<file path="config.mk">
export PLATFORM = sky130hd
export DESIGN_NAME = pg_port_reset_ctrl
export DESIGN_NICKNAME = d
export VERILOG_FILES = /design/src/rtl/pg_port_reset_pkg.sv /design/src/rtl/pg_port_reset_fsm.sv /design/src/rtl/pg_port_reset_ctrl.sv
export SDC_FILE = /design/constraint.sdc
export NUM_CORES = 1
export LEC_CHECK = 0
export CORE_MARGIN = 2
export CORE_UTILIZATION = 40
export CTS_CLUSTER_SIZE = 10
export DETAILED_ROUTE_END_ITERATION = 16
export SLEW_MARGIN = 20
export SYNTH_ARGS = -nofsm -noshare
export SYNTH_HDL_FRONTEND = slang
export SYNTH_SLANG_ARGS = --single-unit
</file>
<file path="constraint.sdc">
create_clock -name clk -period 2.6 [get_ports clk]
set_input_delay 0.39 -clock clk [delete_from_list [all_inputs] [get_ports clk]]
set_output_delay 0.39 -clock clk [all_outputs]
set_load 0.01 [all_outputs]
</file>
<file path="src/rtl/pg_port_reset_pkg.sv">
// Shared types and helpers for the per-port soft-reset sequencer.
package pg_port_reset_pkg;

  typedef enum logic [1:0] {
    RUN     = 2'd0,
    DRAIN   = 2'd1,
    HOLD    = 2'd2,
    STAGGER = 2'd3
  } t_prst_state;

  // Bits needed to hold 0..max; never narrower than one bit.
  function automatic int cnt_w(input int max);
    return (max < 1) ? 1 : $clog2(max + 1);
  endfunction

endpackage

</file>
<file path="src/rtl/pg_port_reset_fsm.sv">
// Single-port reset sequencer: waits for a packet boundary (or timeout),
// holds the port in reset, then releases after a per-port stagger.
module pg_port_reset_fsm
  import pg_port_reset_pkg::*;
#(
  parameter int HOLD_CYCLES   = 16,
  parameter int DRAIN_TIMEOUT = 1024,
  parameter int STAGGER_LOAD  = 0
) (
  input  logic clk,
  input  logic rst,
  input  logic port_reset_req,
  input  logic tx_tvalid,
  input  logic tx_tready,
  input  logic tx_tlast,
  output logic tx_block,
  output logic port_softreset_n,
  output logic drain_timeout,
  output logic busy
);

  localparam int HOLD_W  = cnt_w(HOLD_CYCLES - 1);
  localparam int DRAIN_W = cnt_w(DRAIN_TIMEOUT - 1);
  localparam int STAG_W  = cnt_w(STAGGER_LOAD);

  localparam logic [HOLD_W-1:0]  HOLD_LOAD  = HOLD_W'(HOLD_CYCLES - 1);
  localparam logic [DRAIN_W-1:0] DRAIN_LOAD = DRAIN_W'(DRAIN_TIMEOUT - 1);
  localparam logic [STAG_W-1:0]  STAG_LOAD  = STAG_W'(STAGGER_LOAD);

  t_prst_state        state_reg, state_next;
  logic [HOLD_W-1:0]  hold_cnt_reg, hold_cnt_next;
  logic [DRAIN_W-1:0] drain_cnt_reg, drain_cnt_next;
  logic [STAG_W-1:0]  stag_cnt_reg, stag_cnt_next;
  logic               in_pkt_reg, in_pkt_next;
  logic               drain_timeout_reg, drain_timeout_next;
  logic               softreset_n_reg;
  logic               beat;

  assign beat = tx_tvalid & tx_tready;

  always_ff @(posedge clk or posedge rst) begin
    if (rst) begin
      state_reg         <= HOLD;
      hold_cnt_reg      <= HOLD_LOAD;
      drain_cnt_reg     <= DRAIN_LOAD;
      stag_cnt_reg      <= STAG_LOAD;
      in_pkt_reg        <= 1'b0;
      drain_timeout_reg <= 1'b0;
      softreset_n_reg   <= 1'b0;
    end else begin
      state_reg         <= state_next;
      hold_cnt_reg      <= hold_cnt_next;
      drain_cnt_reg     <= drain_cnt_next;
      stag_cnt_reg      <= stag_cnt_next;
      in_pkt_reg        <= in_pkt_next;
      drain_timeout_reg <= drain_timeout_next;
      softreset_n_reg   <= (state_next == RUN) || (state_next == DRAIN);
    end
  end

  always_comb begin
    state_next         = state_reg;
    hold_cnt_next      = hold_cnt_reg;
    drain_cnt_next     = drain_cnt_reg;
    stag_cnt_next      = stag_cnt_reg;
    drain_timeout_next = drain_timeout_reg;
    case (state_reg)
      RUN: begin
        if (port_reset_req) begin
          state_next     = DRAIN;
          drain_cnt_next = DRAIN_LOAD;
        end
      end
      DRAIN: begin
        // A tlast beat on the timeout cycle still counts as a clean drain.
        if (!in_pkt_reg || (beat && tx_tlast)) begin
          state_next    = HOLD;
          hold_cnt_next = HOLD_LOAD;
        end else if (drain_cnt_reg == '0) begin
          state_next         = HOLD;
          hold_cnt_next      = HOLD_LOAD;
          drain_timeout_next = 1'b1;
        end else begin
          drain_cnt_next = drain_cnt_reg - 1'b1;
        end
      end
      HOLD: begin
        if (hold_cnt_reg != '0) begin
          hold_cnt_next = hold_cnt_reg - 1'b1;
        end else if (!port_reset_req) begin
          state_next    = STAGGER;
          stag_cnt_next = STAG_LOAD;
        end
      end
      STAGGER: begin
        if (port_reset_req) begin
          state_next    = HOLD;
          hold_cnt_next = HOLD_LOAD;
        end else if (stag_cnt_reg == '0) begin
          state_next         = RUN;
          drain_timeout_next = 1'b0;
        end else begin
          stag_cnt_next = stag_cnt_reg - 1'b1;
        end
      end
    endcase

    if (state_next == HOLD && state_reg != HOLD) begin
      in_pkt_next = 1'b0;
    end else if (beat) begin
      in_pkt_next = !tx_tlast;
    end else begin
      in_pkt_next = in_pkt_reg;
    end
  end

  always_comb begin
    tx_block = 1'b1;
    case (state_reg)
      RUN:     tx_block = 1'b0;
      DRAIN:   tx_block = !in_pkt_reg;
      default: tx_block = 1'b1;
    endcase
    busy = (state_reg != RUN);
  end

  assign port_softreset_n = softreset_n_reg;
  assign drain_timeout    = drain_timeout_reg;

endmodule

</file>
<file path="src/rtl/pg_port_reset_ctrl.sv">
// Port-gasket soft-reset controller: one independent sequencer per port,
// with each port's release offset by its index times STAGGER_CYCLES.
module pg_port_reset_ctrl
  import pg_port_reset_pkg::*;
#(
  parameter int NUM_PORTS      = 4,
  parameter int HOLD_CYCLES    = 16,
  parameter int DRAIN_TIMEOUT  = 1024,
  parameter int STAGGER_CYCLES = 4
) (
  input  logic                 clk,
  input  logic                 rst,
  input  logic [NUM_PORTS-1:0] port_reset_req,
  input  logic [NUM_PORTS-1:0] tx_tvalid,
  input  logic [NUM_PORTS-1:0] tx_tready,
  input  logic [NUM_PORTS-1:0] tx_tlast,
  output logic [NUM_PORTS-1:0] tx_block,
  output logic [NUM_PORTS-1:0] port_softreset_n,
  output logic [NUM_PORTS-1:0] drain_timeout,
  output logic                 busy
);

  logic [NUM_PORTS-1:0] busy_vec;

  generate
    for (genvar gi = 0; gi < NUM_PORTS; gi++) begin : g_port
      pg_port_reset_fsm #(
        .HOLD_CYCLES  (HOLD_CYCLES),
        .DRAIN_TIMEOUT(DRAIN_TIMEOUT),
        .STAGGER_LOAD (gi * STAGGER_CYCLES)
      ) u_fsm (
        .clk             (clk),
        .rst             (rst),
        .port_reset_req  (port_reset_req[gi]),
        .tx_tvalid       (tx_tvalid[gi]),
        .tx_tready       (tx_tready[gi]),
        .tx_tlast        (tx_tlast[gi]),
        .tx_block        (tx_block[gi]),
        .port_softreset_n(port_softreset_n[gi]),
        .drain_timeout   (drain_timeout[gi]),
        .busy            (busy_vec[gi])
      );
    end
  endgenerate

  assign busy = |busy_vec;

endmodule

</file>
-- Yosys cells after proc, flatten, opt, wreduce, memory -nomap -nowiden
Cells that the tools add are included.
W data, S select, Z words.
- add/subtract/negate cells: 12
- eq/ne operators: 71
- mux-type cells: 120
- bitwise operators: 4
- reductions and logical operators: 84
- operator list (cell ; number):
    $mux W10 ; 12
    $mux W4 ; 24
    $pmux W10 S2 ; 4
    $ne A2 B2 Y1 const B ; 36
    $mux W2 ; 28
    $pmux W4 S3 ; 4
    $logic_not A10 Y1 ; 4
    $reduce_bool A2 Y1 ; 20
    $sub A10 B1 Y10 const B ; 4
    $reduce_and A4 Y1 ; 9
    $reduce_and A5 Y1 ; 7
    $pmux W2 S4 ; 4
    $mux W1 ; 28
    $eq A2 B2 Y1 const B ; 12
    $sub A4 B1 Y4 const B ; 6
    $ne A2 B1 Y1 const B ; 11
    $pmux W1 S2 ; 9
    $eq A2 B1 Y1 const B ; 8
    $logic_not A2 Y1 ; 8
    $pmux W4 S2 ; 2
    $reduce_bool A4 Y1 ; 4
    $mux W3 ; 4
    $ne A3 B1 Y1 const B ; 4
    $reduce_bool A3 Y1 ; 4
    10 further kinds ; 35
- register bits after elaboration: 88
- input bits: 18
- output and inout port bits: 13
- logic and storage cells: 319

-- Depth between registers and ports, before layout
- depth after elaboration: 8
- mapped depth: 8
- mapped depth without buffers: 7

-- Hierarchy
From an unflattened synthesis, not the netlist that was laid out.
- cells, all modules: 553
- area, all modules: 5240.0 um^2
- by module, submodules not included (module ; instances ; cells an instance ; area an instance (um^2) ; seq. area each (um^2)):
    pg_port_reset_fsm (g_port[3].u_fsm) ; 1 ; 155 ; 1421.4 ; 596.8
    pg_port_reset_fsm (g_port[2].u_fsm) ; 1 ; 138 ; 1351.3 ; 595.6
    pg_port_reset_fsm (g_port[1].u_fsm) ; 1 ; 140 ; 1333.8 ; 570.5
    pg_port_reset_fsm (g_port[0].u_fsm) ; 1 ; 119 ; 1126.1 ; 494.2
    pg_port_reset_ctrl ; 1 ; 1 ; 7.5 ; 0.0

-- Worst setup path after synthesis
OpenSTA, ideal clock, no wires.
- path type: register to register
- start point: register g_port[1].u_fsm.drain_cnt_reg[0]
- end point: register g_port[1].u_fsm.in_pkt_reg
- library setup time: 0.126 ns
- data arrival time: 2.203 ns
- required time: 2.474 ns
- slack: 0.271 ns
- stages on the path, launching flop included: 8
- path buffers: 0
- period minus slack after synthesis: 2.329 ns
- cells stage by stage: dfstp_2 inv_1 ha_1 or4b_2 nor3_2 nor3_1 or4_1 o311a_1
- word-level cells in the longest chain between the ends: 7
- elaborated cells between the ends (all ways): 8
- those cells by class: eq/ne (1); mux (4); reduce/logical (3)
- RTL lines (what ; line ; RTL):
    from (decl) ; pg_port_reset_fsm.sv:32 ; logic [DRAIN_W-1:0] drain_cnt_reg, drain_cnt_next;
    from (signal assigned) ; pg_port_reset_fsm.sv:53 ; drain_cnt_reg <= drain_cnt_next;
    $logic_not A10 Y1 (*) ; pg_port_reset_fsm.sv:79 ; end else if (drain_cnt_reg == '0) begin
    $mux W2 (*) ; pg_port_reset_fsm.sv:79 ;
    $mux W2 (*) ; pg_port_reset_fsm.sv:76 ; if (!in_pkt_reg || (beat && tx_tlast)) begin
    $pmux W2 S4 (*) ; pg_port_reset_fsm.sv:67 ; case (state_reg)
    named net g_port[1].u_fsm.state_next[0] ; pg_port_reset_fsm.sv:30 ; t_prst_state state_reg, state_next;
    $eq A2 B2 Y1 (*) ; pg_port_reset_fsm.sv:108 ; if (state_next == HOLD && state_reg != HOLD) begin
    $logic_and A1 B1 Y1 (*) ; pg_port_reset_fsm.sv:108 ;
    $mux W1 / $reduce_bool A2 Y1 (equally long branches) ; n/a ;
    to (signal assigned) ; pg_port_reset_fsm.sv:55 ; in_pkt_reg <= in_pkt_next;
    to (decl) ; pg_port_reset_fsm.sv:34 ; logic in_pkt_reg, in_pkt_next;
The timed path passes the listed nets; every way through them passes the cells marked *.
A chain may end at the register's enable or synchronous reset.

-- Final worst setup path
- start point: register g_port[0].u_fsm.state_reg[1]
- end point: output tx_block[0]
- word-level cells in the longest chain between the ends: 2
- elaborated cells between the ends (all ways): 3
- those cells by class: eq/ne (1); mux (1); reduce/logical (1)
- RTL lines (what ; line ; RTL):
    from (decl) ; pg_port_reset_fsm.sv:30 ;
    from (signal assigned) ; pg_port_reset_fsm.sv:51 ; state_reg <= state_next;
    $eq A2 B1 Y1 / $logic_not A2 Y1 (equally long branches) ; pg_port_reset_fsm.sv:119 ; case (state_reg)
    $pmux W1 S2 (*) ; pg_port_reset_fsm.sv:119 ;
    to (decl) ; pg_port_reset_ctrl.sv:17 ; output logic [NUM_PORTS-1:0] tx_block,
Mark *: on every way between the ends. The rest lies on a longest branch, timed or not.

==> run_results.csv <==
group,metric,value,unit
run_status,outcome,"finished clean",
layout,layout.cells.most_common,"dfstp_2",
power_and_ir_drop,seq_power_share,33.7,%
grt,grt_pass1_wl,20600,um
setup_path,cp-end-kind,"output port",
layout,final_core_util,46.2,%
synthesis,yosysTopAreaCellShare,30.1,%
timing,fin_setup_tns,0,ns
floorplan,die_height,122,um
setup_path,r2r_end,"g_port[0].u_fsm.hold_cnt_reg[1]$_DFFE_PP1P_",
setup_path,start_kind,"flop",
clocking,clk_transition_reported_paths,0.07,ns
setup_path,crit_path_frequent_cell,"inv_1",
layout,final_cell_count_no_fill,827,
power_and_ir_drop,pwr-share-clk,21.5,%
synthesis,synth_top_area_cell,"dfstp_2",
synthesis,ys_types,73,
placed_design,io_buffers,30,
synthesis,synthSimpleGateAreaFrac,24.2,%
setup_path,critical-path-top-delay-family,"buffers and inverters",
layout,largest_reg_flops,40,
grt,gr-total-overflow,0,
grt,antenna_found_initial,0,
setup_path,required,2.21,ns
timing,slew_violations,0,
detailed_routing,drt-vias-per-instance,5.52,
layout,drive_above_1_share,19.0,%
power_and_ir_drop,comb_power_share,44.8,%
synthesis,async_reset_ff_share,100,%
detailed_routing,initialDrtViolationCount,330,
synthesis,syn_area,5580,sq um
detailed_routing,drc,0,
floorplan,fp.dieArea,14900,sq um
setup_path,worstPathMaxFanout,8,
synthesis,synth_cells,617,
setup_path,cp_cell_sequence,"inv_1, ha_2, inv_1, nor2_1, a21oi_1, clkdlybuf4s50_1",
clocking,root_buffer,"clkbuf_16",
placed_design,place_inst,811,
timing,min_period,2.46,ns
timing,skew,0.00773,ns
setup_path,r2r-start,"g_port[0].u_fsm.drain_cnt_reg[3]$_DFFE_PP1P_",
floorplan,io-pin-count,31,
layout,fillers,1340,
clocking,clkLatencyLatePin,0.36,ns
placed_design,place.detailed.hpwl,8330,um
setup_path,crit_type,"flop to output port",
floorplan,start_util,40.5,%
floorplan,die_w,122,um
clocking,post_cts_buffers,0,
setup_path,r2r_cells,5,
setup_path,crit_arrival,2.07,ns
layout,syn_to_final_growth,14.1,%
power_and_ir_drop,total_power,6.30,mW
power_and_ir_drop,p_leak,2.55,nW
flow_run,maxCapViolations,0,
synthesis,syn_nets,668,
timing,setup_ws,0.137,ns
placed_design,place_area,6050,sq um
detailed_routing,wl,11800,um
synthesis,syn_area_per_cell,9.04,sq um
timing,hold_viol,0,
timing,max_freq,406,MHz
synthesis,synth-compound-area-share,17.2,%
floorplan,coreArea,13800,sq um
clocking,cts_tree,"done",
synthesis,yosys_most_used_dff,"dfstp_2",
clocking,cts_buffer_depth,2,
setup_path,r2r_slack,0.18,ns
power_and_ir_drop,power.internal,3.77,mW
layout,nNetsFinal,693,
synthesis,synth_top_family_by_area,"simple AND/OR/NAND/NOR gates",
timing,finalCritPeriodShare,94.7,%
grt,grt_max_degree,88,
floorplan,rows,43,
layout,layout_common_cells,"dfstp_2 (64), nand2_1 (58), inv_1 (50), o21ai_0 (43), nand3_1 (32)",
synthesis,synth_top_cells_by_area,"dfstp_2 (30%), dfrtp_1 (10%), ha_1 (7.4%)",
power_and_ir_drop,vdd_drop_max,508,uV
timing,rsz0062_at_grt,"false",
power_and_ir_drop,power_density,991,nW/um^2
setup_path,critPathMaxStageDelay,0.55,ns
timing,whs,0.451,ns
clocking,cts_sinks,87,
power_and_ir_drop,swShare,40.2,%
synthesis,ys_ff_latch,87,
synthesis,yosysSeqAreaShare,40.5,%
hold_path,hold_path_class,"input port to async pin",
clocking,cts_buffers,9,
setup_path,slowest_stage,"dfstp_2",
setup_path,timing.critical_path.buf_inv,3,
timing,max_slew.worst_pin.slew,0.663,ns
layout,final_area,6360,sq um
clocking,htree_levels,3,
placed_design,pre_cts_ws,0.176,ns
timing,setup_violations,0,
placed_design,gp_congestion,0.868,
grt,grt_pass1_vias,4555,
detailed_routing,avgRoutedWirePerCell,14.3,um
synthesis,synth_edf_count,0,
synthesis,synth_fa_ha_area_share,7.40,%
detailed_routing,drt-pass1-iter-count,7,
synthesis,synth-xor-area-share,1.88,%
synthesis,yosysWarnings,0,
timing,relSlewSlack,55.2,%
detailed_routing,ant_nets,0,
synthesis,synthMuxAreaShare,2.47,%
layout,n_antenna_cell,0,
power_and_ir_drop,switchingPower,2.54,mW
grt,grt_use_total,17.1,%
detailed_routing,num_vias,4566,
-- worst reg2reg max path: stages, from the launching register on --
cell	delay, ns
dfstp_2	0.39
or4_4	0.57
or4_4	0.55
a31o_2	0.31
nor2b_1	0.19
mux2_2	0.35
-- cell type report --
type / count / area, sq um / area share [%]
Inverter: 51 / 193 / 3.03
Clock buffer: 9 / 225 / 3.54
Tap cell: 180 / 225 / 3.54
Clock inverter: 7 / 80.1 / 1.26
Sequential cell: 87 / 2260 / 35.5
Multi-Input combinational cell: 450 / 2970 / 46.7
Timing Repair Buffer: 43 / 413 / 6.49
-- Yosys cell counts, drive strengths merged (5+ instances only) --
cell,n
nand2,58
nor3b,5
a211oi,6
nand3,32
xnor2,11
and3,7
mux2,6
or3,17
ha,33
or4,9
a21oi,29
a22o,6
o31ai,8
a21o,6
nor3,31
nand3b,7
dfrtp,23
mux2i,7
inv,51
nand2b,11
clkbuf,13
buf,16
nor2,30
a31oi,8
o21ai,44
dfstp,64
and2,7
nor4,7
-- worst max-delay path by stage --
| stage | slack (ns) | endpoint | cells after the start | from |
|---|---|---|---|---|
| detailed placement | 0.18 | g_port[0].u_fsm.hold_cnt_reg[0]$_DFFE_PP1P_ | 5 | g_port[0].u_fsm.drain_cnt_reg[3]$_DFFE_PP1P_ |
| floorplan | 0.07 | g_port[0].u_fsm.drain_timeout$_DFFE_PP0P_ | 1 | rst |
| CTS | 0.02 | busy | 4 | g_port[2].u_fsm.state_reg[1]$_DFF_PP1_ |
| global placement | 0.22 | g_port[0].u_fsm.hold_cnt_reg[0]$_DFFE_PP1P_ | 5 | g_port[0].u_fsm.drain_cnt_reg[3]$_DFFE_PP1P_ |
| finish | 0.14 | tx_block[0] | 6 | g_port[0].u_fsm.state_reg[1]$_DFF_PP1_ |
| global route | 0.02 | tx_block[0] | 6 | g_port[0].u_fsm.state_reg[1]$_DFF_PP1_ |
-- repair_timing --
action	in CTS	in global routing
resized for setup	1	4
endpoints found under the setup margin	1	4
hold buffers	0	0
-- cells by family after synthesis --
family                   Yosys count
AO/OA/AOI/OAI                    144
XOR/XNOR                          12
adder cells (fa/ha/maj)           33
buffers and inverters             80
flip-flops                        87
multiplexers                      13
AND/OR/NAND/NOR                  248
-- power groups by stage --
stage / combinational, mW / sequential (mW) / clock [mW]
global route: 3.21 / 2.18 / 1.46
finish: 2.82 / 2.13 / 1.35
floorplan: 2.16 / 2.05 / 0
detailed placement: 2.82 / 2.15 / 0
global placement: 2.73 / 2.13 / 0
CTS: 2.83 / 2.13 / 1.39
-- per-layer routing --
metal / part of all wire, % / vias to the layer above / track usage (%)
met2: 49 / 56 / 29.3
met3: 2.7 / 16 / 4.78
met1: 47 / 2212 / 21.0
met5: 0 / - / 0
li1: - / 2282 / -
met4: 1.3 / 0 / 4.89
Power figures use the tool's default switching activity.
